--- config.mk ---
export PLATFORM = sky130hd
export DESIGN_NAME = collector
export DESIGN_NICKNAME = d
export VERILOG_FILES = /design/src/rtl/collector_pkg.sv /design/src/rtl/collector_counter.sv /design/src/rtl/collector.sv
export SDC_FILE = /design/constraint.sdc
export NUM_CORES = 1
export LEC_CHECK = 0
export ABC_AREA = 1
export CAP_MARGIN = 20
export CORE_ASPECT_RATIO = 0.75
export CORE_MARGIN = 1
export CORE_UTILIZATION = 25
export CTS_BUF_LIST = sky130_fd_sc_hd__clkbuf_4 sky130_fd_sc_hd__clkbuf_8
export CTS_CLUSTER_DIAMETER = 40
export CTS_CLUSTER_SIZE = 10
export DETAILED_ROUTE_END_ITERATION = 10
export GPL_TIMING_DRIVEN = 0
export MAX_ROUTING_LAYER = met4
export PLACE_DENSITY = 0.42
export SETUP_SLACK_MARGIN = 0.1
export SLEW_MARGIN = 5
export SYNTH_ARGS = -nofsm -noshare
export SYNTH_HDL_FRONTEND = slang
export SYNTH_SLANG_ARGS = --single-unit
--- constraint.sdc ---
create_clock -name CLK -period 2.9 [get_ports CLK]
set_input_delay 0.29 -clock CLK [delete_from_list [all_inputs] [get_ports CLK]]
set_output_delay 0.29 -clock CLK [all_outputs]
set_load 0.02 [all_outputs]
--- src/rtl/collector_pkg.sv ---
// Shared definitions for the frame collector: FSM state encoding and counter sizing.
package collector_pkg;

    typedef enum logic [1:0] {
        IDLE    = 2'b00,
        REQ     = 2'b01,
        RELEASE = 2'b10,
        DONE    = 2'b11
    } state_t;

    // $clog2 of 1 is 0; keep every counter at least one bit wide.
    function automatic int unsigned cnt_width(input int unsigned n);
        return (n < 2) ? 1 : $clog2(n);
    endfunction

endpackage

--- src/rtl/collector_counter.sv ---
// Word index counter: synchronous reset/clear, increments on enable.
module collector_counter #(
    parameter int unsigned WIDTH = 2
) (
    input  logic             CLK,
    input  logic             RST,
    input  logic             CLR,
    input  logic             EN,
    output logic [WIDTH-1:0] COUNT
);

    always_ff @(posedge CLK) begin
        if (RST || CLR) begin
            COUNT <= '0;
        end else if (EN) begin
            COUNT <= COUNT + 1'b1;
        end
    end

endmodule

--- src/rtl/collector.sv ---
// Collects NUM_WORDS serial words into one frame using a TRIGGER/VALID_IN handshake
// with an upstream serializer; optional per-word timeout.
module collector
    import collector_pkg::*;
#(
    parameter int unsigned NUM_WORDS  = 4,
    parameter int unsigned WIDTH      = 8,
    parameter int unsigned LOW_CYCLES = 2,
    parameter int unsigned TIMEOUT    = 255
) (
    input  logic                       CLK,
    input  logic                       RST,
    input  logic                       START,
    input  logic [WIDTH-1:0]           VALUE_IN,
    input  logic                       VALID_IN,
    output logic                       TRIGGER,
    output logic [NUM_WORDS*WIDTH-1:0] VALUES_OUT,
    output logic                       VALID_OUT,
    output logic                       BUSY,
    output logic                       TIMEOUT_ERR
);

    localparam int unsigned IW = $clog2(NUM_WORDS);
    localparam int unsigned WW = cnt_width(TIMEOUT + 1);
    localparam int unsigned RW = cnt_width(LOW_CYCLES + 1);

    localparam logic [IW-1:0] LAST_IDX  = IW'(NUM_WORDS - 1);
    localparam logic [WW-1:0] WAIT_LAST = WW'(TIMEOUT - 1);
    localparam logic [RW-1:0] REL_LAST  = RW'(LOW_CYCLES - 1);

    state_t          state_q, state_d;
    logic [IW-1:0]   idx;
    logic            idx_clr, idx_inc;
    logic [WW-1:0]   wait_q;
    logic [RW-1:0]   rel_q;
    logic            capture, timeout_hit;

    collector_counter #(.WIDTH(IW)) u_idx (
        .CLK   (CLK),
        .RST   (RST),
        .CLR   (idx_clr),
        .EN    (idx_inc),
        .COUNT (idx)
    );

    always_ff @(posedge CLK) begin
        if (RST) begin
            state_q <= IDLE;
        end else begin
            state_q <= state_d;
        end
    end

    always_comb begin
        state_d     = state_q;
        idx_clr     = 1'b0;
        idx_inc     = 1'b0;
        capture     = 1'b0;
        timeout_hit = 1'b0;
        case (state_q)
            IDLE: begin
                if (START) begin
                    state_d = REQ;
                    idx_clr = 1'b1;
                end
            end
            REQ: begin
                // A word arriving on the final wait cycle beats the timeout.
                if (VALID_IN) begin
                    capture = 1'b1;
                    state_d = RELEASE;
                end else if ((TIMEOUT != 0) && (wait_q == WAIT_LAST)) begin
                    timeout_hit = 1'b1;
                    idx_clr     = 1'b1;
                    state_d     = IDLE;
                end
            end
            RELEASE: begin
                if (rel_q == REL_LAST) begin
                    if (idx == LAST_IDX) begin
                        state_d = DONE;
                    end else begin
                        idx_inc = 1'b1;
                        state_d = REQ;
                    end
                end
            end
            DONE: begin
                idx_clr = 1'b1;
                state_d = IDLE;
            end
            default: state_d = IDLE;
        endcase
    end

    // Outputs are registered from the next state so they line up with state_q.
    always_ff @(posedge CLK) begin
        if (RST) begin
            wait_q      <= '0;
            rel_q       <= '0;
            TRIGGER     <= 1'b0;
            VALID_OUT   <= 1'b0;
            BUSY        <= 1'b0;
            TIMEOUT_ERR <= 1'b0;
            VALUES_OUT  <= '0;
        end else begin
            wait_q      <= (state_q == REQ && state_d == REQ) ? wait_q + 1'b1 : '0;
            rel_q       <= (state_q == RELEASE && state_d == RELEASE) ? rel_q + 1'b1 : '0;
            TRIGGER     <= (state_q == REQ) && (state_d == REQ);
            VALID_OUT   <= (state_d == DONE);
            BUSY        <= (state_d != IDLE);
            TIMEOUT_ERR <= timeout_hit;
            if (capture) begin
                VALUES_OUT[idx*WIDTH +: WIDTH] <= VALUE_IN;
            end
        end
    end

endmodule

# Word-level counts from Yosys, hierarchy flattened

Cells that the tools add are included.
W data, S select, Z words.

Equality and inequality tests: 9
Shift-type cells: 2
Muxes and demuxes: 16
Add/sub/neg operators: 4
Reduce and logical (&&, ||, !) cells: 8
Bitwise logic cells: 3

Operator list:

| kind                      | number |
|---|---|
| $neg A5 Y34               | 1 |
| $shift A8 B34 Y32 const A | 1 |
| $shiftx A8 B34 Y32        | 1 |
| $bwmux W32                | 1 |
| $eq A2 B2 Y1 const B      | 5 |
| $mux W2                   | 5 |
| $add A8 B1 Y8 const B     | 1 |
| $eq A8 B8 Y1 const B      | 1 |
| $mux W1                   | 8 |
| $pmux W2 S4               | 1 |
| $eq A2 B1 Y1 const B      | 3 |
| $reduce_or A2 Y1          | 3 |
| $add A2 B1 Y2 const B     | 2 |
| $not A1 Y1                | 3 |
| $pmux W1 S3               | 1 |
| $logic_and A1 B1 Y1       | 2 |
| $logic_not A2 Y1          | 1 |
| $reduce_bool A2 Y1        | 1 |
| $logic_or A1 B1 Y1        | 1 |

Output and inout port bits: 36
Flip-flop bits (word level): 50
Logic and storage cells: 51

# Logic depth before layout (Yosys ltp)

Depth in word-level cells: 8
Mapped depth: 9
Depth with buffers taken out: 9

# Modules after synthesis

From an unflattened synthesis, not the netlist that was laid out.

Cell total of the unflattened synthesis: 284
Area total of the unflattened synthesis: 2,164.6 um^2

By module, submodules not included:

| module            | times used | area each (um^2) | cells each |
|---|---|---|---|
| collector         | 1          | 2,067.0          | 270 |
| collector_counter | 1          | 97.6             | 14 |

# Worst setup path after synthesis

No wires, ideal clock.

Path kind: reg2reg
From: register u_idx.COUNT[0]
To: register VALUES_OUT[24]
Library setup time: 0.070 ns
Slack: 1.316 ns
Cell stages (with the launch flop): 7
Required time: 2.830 ns
Data arrival time: 1.514 ns
Cells stage by stage: dfxtp_1 inv_2 ha_1 buf_2 nor3_2 nand3_1 a21oi_1

Word-level cells in the longest chain between the ends: 3
Elaborated cells between the ends (all ways): 4

Ends and longest elaborated chain:

| what                                                           | line                    | text |
|---|---|---|
| start: declaration                                             | collector_counter.sv:9  | `output logic [WIDTH-1:0] COUNT` |
| start signal: assignment                                       | collector_counter.sv:16 | `COUNT <= COUNT + 1'b1;` |
| $neg A5 Y34 (*)                                                | collector.sv:114        | `VALUES_OUT[idx*WIDTH +: WIDTH] <= VALUE_IN;` |
| $shiftx A8 B34 Y32 / $shift A8 B34 Y32 (equally long branches) | collector.sv:114        |  |
| $bwmux W32 (*)                                                 | collector.sv:114        |  |
| end signal: assignment                                         | collector.sv:105        | `VALUES_OUT <= '0;` |
| end signal: indexed assignment                                 | collector.sv:114        |  |
| end: declaration                                               | collector.sv:17         | `output logic [NUM_WORDS*WIDTH-1:0] VALUES_OUT,` |

Mark *: on every way between the ends. The rest lies on a longest branch, timed or not.
A chain may end at the register's enable or synchronous reset.

# Final worst setup path

From: register u_idx.COUNT[0]
To: register VALUES_OUT[28]

The elaborated chain is that of the path after synthesis.

==> reports/results.tsv <==
metric	value	unit
power.density	437.2	mW/mm2
placed_area	0.002745	mm2
final_cell_mix	dfxtp_1, clkdlybuf4s50_1, nand2_1, nand3_1, a21oi_1	
slowest_stage	dfxtp_1	
die-area	0.008992	mm2
worst_slack	1040	ps
final_common_cell	dfxtp_1	
clk_pin_slew	100	ps
seq_area	0.001001	mm2
path_cells	inv_2 -> ha_1 -> buf_2 -> nor3_2 -> nand3_1 -> a21oi_1	
wl_per_cell	13.13	um
fmax	537.5	MHz
cp_top_family	simple AND/OR/NAND/NOR gates	
whs_path_depth	2	
worst_skew_pair.late_latency	300	ps
dr.pass1.iters	4	
synth_seq_cells	50	
cts_buffers	5	
antenna_found_initial	0	
diodes	0	
layout-area-overhead-vs-synth	31.90	%
rsz0062_at_grt	false	
grt_max_degree	15	
yosysWarnings	0	
required	3130	ps
status	finished, final reports clean	
hp-class	in2reg	
drt_iter0_drc	106	
relSlewSlack	65.34	%
grt_pass1_vias	1708	
cts_buffer_depth	2	
fin_nets	345	
worst_setup_path_end_kind	flip-flop	
avgSynthCellArea	7.917	um2
ant_nets	0	
cts_sinks	50	
cp_data_arrival_time	2090	ps
cap_violations	0	
cts_tree	built	
cts_max_level	2	
critical_path_cell_count	6	
fin_crit	1860	ps
post-route-drc-count	0	
worst_r2r_path_depth	6	
start_util	26.49	%
final_cell_area	0.002840	mm2
cts_resized	0	
path_buf_inv	2	
post_synth_num_cell_types	31	
portBuffers	46	
ctsRootBufferMaster	clkbuf_8	
ios	48	
netlist_area	0.002153	mm2
worstMarginPinSlew	519.9	ps
viasPerCell	4.362	
start_kind	flip-flop	
grt_pass1_wl	9039	um
whs	390.0	ps
final_core_util	34.94	%
dp_slack	1070	ps
ys_seq_area_share	46.48	%
critical-path-max-stage-delay	470	ps
worst-setup-path-type	reg2reg	
slew_viol_final	0	
tns	0	ps
dp_hpwl	4137	um
syn_nets	292	
core_area	0.008128	mm2
leakage	1.074	nW
postCtsSetupBuffers	0	
row_count	28	
vdd_drop_max	255.2	uV
die_width	109.2	um
fill_cells	885	
vias	1880	
grt_overflow	0	
finalCritPeriodShare	64.15	%
cp_max_fo	10	
die_h	82.38	um
gp_congestion	0.7572	
grtUsageTotal	13.92	%
multiInputGateArea	972.2	um2
finalHoldViolations	0	
drt-total-wl	5657	um
skew	10.88	ps
holdBufCountCts	0	
netlist_instances	272	
setup_viol	0	
drive_gt1_share	7.669	%
[registers in the layout, indices dropped and copies added (netlist names)]
register and cells:
BUSY 1, state_q 2, rel_q 2, TRIGGER 1
VALID_OUT 1, wait_q 8, TIMEOUT_ERR 1, u_idx.COUNT 2
VALUES_OUT 32
[cells in the mapped netlist]
library cell,count,area (um2)
a21oi_1,32,160.2
a21oi_2,2,17.52
a31oi_1,1,6.260
buf_1,1,3.750
buf_2,2,10.01
buf_6,1,11.26
buf_8,1,15.01
clkbuf_1,4,15.01
dfxtp_1,50,1001
ha_1,8,100.1
inv_1,28,105.1
inv_2,3,11.26
inv_6,1,8.760
nand2_1,45,168.9
nand2_4,1,11.26
nand3_1,32,160.2
nand3_2,1,10.01
nand3b_1,1,7.510
nand4_1,10,62.56
nor2_1,24,90.09
nor2_2,1,6.260
nor2_4,1,11.26
nor2_8,2,40.04
nor3_1,3,15.01
nor3_2,1,10.01
nor3b_1,1,7.510
nor4_1,1,6.260
o21ai_0,8,40.04
o21ai_1,3,15.01
xnor2_1,1,8.760
xor2_1,2,17.52
[layout make-up]
| class | instances | share of cell area [%] |
|---|---|---|
| multi-input combinational | 181 | 34.23 |
| clock inverter | 1 | 0.1762 |
| sequential | 50 | 35.24 |
| tap | 105 | 4.626 |
| buffer | 9 | 1.938 |
| clock buffer | 7 | 3.172 |
| inverter | 32 | 4.405 |
| timing repair buffer | 46 | 16.21 |
[per-layer routing]
layer | track usage [%] | up-vias | part of all wire (%)
met2 | 17.11 | 41 | 36
met5 | - | - | 0
li1 | - | 1002 | -
met1 | 21.74 | 832 | 59
met3 | 3.218 | 5 | 4.5
met4 | 3.243 | 0 | 0.64
[stage by stage]
| step | std cells | power (mW) |
|---|---|---|
| after floorplan | 272 | 0.7696 |
| after global routing | 431 | 1.293 |
| final | 431 | 1.242 |
| after detailed placement | 423 | 0.8199 |
| after global placement | 423 | 0.8207 |
| after CTS | 431 | 1.253 |
[where the power goes]
group | switching (mW) | internal (mW) | total [mW]
logic | 0.0628 | 0.0398 | 0.103
registers | 0.00574 | 0.695 | 0.701
clock network | 0.235 | 0.203 | 0.438
total | 0.304 | 0.938 | 1.24
[worst register-to-register path: stages (launching register included)]
cell and delay (ps):
dfxtp_1 470, inv_2 110, ha_1 320, buf_2 180, nor3_2 400, nand3_1 160, a21oi_1 150
[kinds of logic (layout without fill, tap and decap cells)]
family | after synthesis | after routing | share of synthesized area [%]
AOI/OAI and AO/OA | 46 | 46 | 11.10
DFF | 50 | 50 | 46.48
buffers and inverters | 41 | 95 | 8.367
adders and majority gates | 8 | 8 | 4.649
and+or+nand+nor | 124 | 124 | 28.18
xor gates and xnor gates | 3 | 3 | 1.220
[final timing paths]
kind / from / endpoint / slack [ps]
min reg2reg: rel_q[0]$_SDFF_PP0_ / rel_q[0]$_SDFF_PP0_ / 440
max reg2reg: u_idx.COUNT[0]$_SDFFE_PP0P_ / VALUES_OUT[28]$_SDFFE_PP0P_ / 1040
min: RST / VALUES_OUT[17]$_SDFFE_PP0P_ / 390
max: u_idx.COUNT[0]$_SDFFE_PP0P_ / VALUES_OUT[28]$_SDFFE_PP0P_ / 1040
Power figures use the tool's default switching activity.
